===== config.mk =====
export PLATFORM = sky130hd
export DESIGN_NAME = seq_multiplier
export DESIGN_NICKNAME = d
export VERILOG_FILES = /design/src/rtl/seq_multiplier.sv
export SDC_FILE = /design/constraint.sdc
export NUM_CORES = 1
export LEC_CHECK = 0
export CAP_MARGIN = 20
export CORE_ASPECT_RATIO = 1.1
export CORE_MARGIN = 3
export CORE_UTILIZATION = 32
export DETAILED_ROUTE_END_ITERATION = 10
export MAX_ROUTING_LAYER = met4
export PLACE_DENSITY = 0.59
export SLEW_MARGIN = 10
export SYNTH_ARGS = -nofsm -noshare
export SYNTH_HDL_FRONTEND = slang
export SYNTH_SLANG_ARGS = --single-unit

===== constraint.sdc =====
create_clock -name clk -period 7.7 [get_ports clk]
set_clock_uncertainty 0.2 [all_clocks]
set_input_delay 1.155 -clock clk [delete_from_list [all_inputs] [get_ports clk]]
set_output_delay 1.155 -clock clk [all_outputs]
set_load 0.02 [all_outputs]

===== src/rtl/seq_multiplier.sv =====
// Iterative shift-add multiplier for MULT/MULTU: one partial product per clock,
// with sign handled by multiplying magnitudes and negating the product at the end.
module seq_multiplier #(
  parameter int WIDTH = 32,
  parameter int CNT_W = 6
) (
  input  logic             clk,
  input  logic             reset,
  input  logic             start,
  input  logic             is_signed,
  input  logic [WIDTH-1:0] op_a,
  input  logic [WIDTH-1:0] op_b,
  output logic             busy,
  output logic             done,
  output logic [WIDTH-1:0] hi,
  output logic [WIDTH-1:0] lo
);

  typedef enum logic [1:0] {
    S_IDLE = 2'd0,
    S_RUN  = 2'd1,
    S_FIX  = 2'd2
  } state_t;

  localparam logic [CNT_W-1:0] LAST_ITER = CNT_W'(WIDTH - 1);

  state_t             state_q, state_d;
  logic [WIDTH-1:0]   mcand_q, mplier_q;
  logic [WIDTH-1:0]   hi_q, lo_q;
  logic [2*WIDTH-1:0] acc_q;
  logic [CNT_W-1:0]   cnt_q;
  logic               neg_q, done_q;

  logic [WIDTH-1:0]   mag_a, mag_b;
  logic [2*WIDTH-1:0] addend, result;

  // Magnitudes are WIDTH-bit unsigned, so the most negative operand maps to 2^(WIDTH-1).
  assign mag_a  = (is_signed && op_a[WIDTH-1]) ? -op_a : op_a;
  assign mag_b  = (is_signed && op_b[WIDTH-1]) ? -op_b : op_b;
  assign addend = {{WIDTH{1'b0}}, mcand_q} << cnt_q;
  assign result = neg_q ? -acc_q : acc_q;

  always_ff @(posedge clk or posedge reset) begin
    if (reset) begin
      state_q <= S_IDLE;
    end else begin
      state_q <= state_d;
    end
  end

  always_comb begin
    state_d = state_q;
    case (state_q)
      S_IDLE:  if (start) state_d = S_RUN;
      S_RUN:   if (cnt_q == LAST_ITER) state_d = S_FIX;
      S_FIX:   state_d = S_IDLE;
      default: state_d = S_IDLE;
    endcase
  end

  always_ff @(posedge clk or posedge reset) begin
    if (reset) begin
      mcand_q  <= '0;
      mplier_q <= '0;
      acc_q    <= '0;
      cnt_q    <= '0;
      neg_q    <= 1'b0;
      done_q   <= 1'b0;
      hi_q     <= '0;
      lo_q     <= '0;
    end else begin
      case (state_q)
        S_IDLE: begin
          done_q <= 1'b0;
          if (start) begin
            mcand_q  <= mag_a;
            mplier_q <= mag_b;
            neg_q    <= is_signed & (op_a[WIDTH-1] ^ op_b[WIDTH-1]);
            acc_q    <= '0;
            cnt_q    <= '0;
          end
        end
        S_RUN: begin
          if (mplier_q[0]) acc_q <= acc_q + addend;
          mplier_q <= mplier_q >> 1;
          cnt_q    <= cnt_q + 1'b1;
        end
        S_FIX: begin
          {hi_q, lo_q} <= result;
          done_q       <= 1'b1;
        end
        default: ;
      endcase
    end
  end

  always_comb begin
    busy = (state_q != S_IDLE);
    done = done_q;
    hi   = hi_q;
    lo   = lo_q;
  end

endmodule


==> metrics <==
outcome completed; initial antenna violation count 0; count of pins over their slew limit 0; Clk pin slew, worst setup/hold paths 60 ps; Placed Area 0.0175 mm²; Yosys cell types 68; Die ar. 0.0514 mm²; DP Wirelength 35.3 mm; # clock sinks 202; Post-Syn Area per Cell 8.08 µm²; EDFF count, synth 0; synth warn 0; CTS tree built; post_cts resized 0; Async SR Flop Fraction 100%; depth of the CTS H-tree 1; hold endpoint hi[6]; critical path class reg -> reg; GRT Total Usage 18.2%; Max Fclk 0.157 GHz; Main synth FF type dfrtp_1; reg-to-reg endpoint acc_q[59]; Post-Synthesis Cells 1929; Site Rows 84; die width 216 µm; Final Hold Fails 0; Pleak 7.75 nW; Core ar. 0.0479 mm²; total power 7.90 mW; Hold-fix buffers, CTS 0; n_diodes 0; Setup-failing EPs final 0; vias in the first global route 13700; crit start category flop; post-synthesis sequential area ratio 32.4%; Tmin final 6380 ps; WP data required 7940 ps; Worst Path Arrival 6620 ps; crit share post-route 82.8%; RR Startpoint cnt_q[1]; Post-CTS Setup Inserts 0; reg2reg setup slack 1320 ps; max-cap violations 0; VDD IR max 171 µV; Max clock buf depth 3; top cells by count, synth nand2_1, o21ai_0, dfrtp_1; HP Class reg -> reg; Setup TNS 0 ps; first-pass GRT wire length 74.9 mm; Max-slew headroom 36.9%; Critical Path Fanout Max 25; largest net degree at the start of global routing 96; PortBufs 133; Final ANT Viol Nets 0; top-area cell type share of the netlist area 32.4%; WHS Path Cells 2; design area 0.0184 mm²; Cell Chain, Critical Path buf_4, mux4_2, nand2_1, nand2_1, o21ai_0, mux2i_1, and2_1, ha_1, a21o_1, a21o_1, a221oi_1, o31ai_1, o21ai_0, a2111oi_1, or3b_2, a21boi_1, o311ai_1, a32o_1; layout cells sized above 1 5.57%; synthesized cell area 0.0156 mm²; top-count cell post-synth nand2_1; CTS Root Cell clkbuf_16; drt total wl 46.5 mm; largest cells by area after synthesis dfrtp_1, o21ai_0, nand2_1; drt initial violations 952; leading area contributor after synthesis dfrtp_1; Via-to-Cell Ratio 5.37; Wirelength per Cell 17.5 µm; Skew-Pair Late Insertion Delay 560 ps; unrepaired setup endpoints after global routing false; Num CTS Buffers 25; crit-path max cell delay 960 ps; area grow syn2layout 18.1%; syn nets 2065; routed vias 14300; filler instances 4971; I/O Pins 134; DRC 0; crit end category flop; Initial Utilization 32.5%; Routability Congestion 0.930; FF-to-FF path depth 18; Power Dens Cells 430 mW/mm²; Seq cells post-synth 202; NumNets Final 2130; crit path max-delay cell type dfrtp_1; DRT Pass-1 Iters 6; Die Y 237 µm; Hold Crit Start hi[6]; worst slew pin tran 946 ps; total global routing overflow 0; WHS 275 ps
registers in the layout, summed over array words and instances (netlist names):
| signal | cells |
|---|---|
| acc_q | 64 |
| hi | 32 |
| lo | 32 |
| mcand_q | 32 |
| mplier_q | 32 |
| cnt_q | 6 |
| state_q | 2 |
| done | 1 |
| neg_q | 1 |
power by group:
group | total [mW] | internal [mW] | switching, mW
clock network | 1.31 | 0.821 | 0.488
registers | 1.79 | 1.36 | 0.438
logic | 4.80 | 1.88 | 2.92
total | 7.90 | 4.06 | 3.85
cell usage in the layout, fill, tap and decap left out, types with 45 or more instances in the layout:
cell | synthesis | layout
o21ai_0 | 278 | 278
xnor2_1 | 68 | 68
dfrtp_1 | 202 | 201
ha_1 | 67 | 67
clkdlybuf4s50_1 | 0 | 133
xor2_1 | 103 | 103
nand2_1 | 333 | 332
nor2_1 | 90 | 88
a21oi_1 | 117 | 117
mux2i_1 | 45 | 45
worst max path at each step:
stage	slack (ps)	start	endpoint
2_1_floorplan	830	reset	acc_q[0]
3_3_place_gp	1410	cnt_q[1]	acc_q[59]
3_5_place_dp	1310	cnt_q[1]	acc_q[59]
4_1_cts	1290	cnt_q[1]	acc_q[59]
5_1_grt	670	cnt_q[1]	acc_q[59]
6_report	1320	cnt_q[1]	acc_q[59]
worst max-delay path, delay by kind of cell (launching register included):
kind / cells / cell delay (ps)
simple gates: 4 / 970
compound gates: 10 / 2700
flops: 1 / 960
mux: 2 / 600
fa+ha+maj: 1 / 390
buf+inv: 1 / 410
per-layer routing:
metal  GRT usage, %  routed length [µm]  vias to the layer above
li1               -                   -                     7100
met1           24.1               21400                     6801
met2           30.0               22100                      317
met3           2.07                2050                       54
met4           4.10                 845                        0
met5              -                   0                        -
cell families after synthesis:
group,share of synthesized area (%)
XOR/XNOR,9.61
AND/OR/NAND/NOR,18.5
adder cells (fa/ha/maj),5.51
multiplexers,6.07
AO/OA/AOI/OAI,24.1
flip-flops,32.4
buffers and inverters,3.72
final cells by class:
| cell class | instances | area (µm²) | share of cell area (%) |
|---|---|---|---|
| Clock buffer | 36 | 727 | 3.95 |
| Clock inverter | 9 | 180 | 0.979 |
| Inverter | 39 | 154 | 0.837 |
| Multi-Input combinational cell | 1573 | 9970 | 54.2 |
| Sequential cell | 202 | 5060 | 27.5 |
| Tap cell | 645 | 807 | 4.39 |
| Timing Repair Buffer | 153 | 1500 | 8.16 |
per-stage QoR:
step	instances	util [%]	worst slack, ps
floorplan	1929	-	834
global placement	2611	36.4	1410
detailed placement	2611	36.4	1310
CTS	2656	38.3	1290
global route	2657	38.4	668
finish	2657	38.4	1320
No activity file was read; power rests on OpenSTA's default activity.
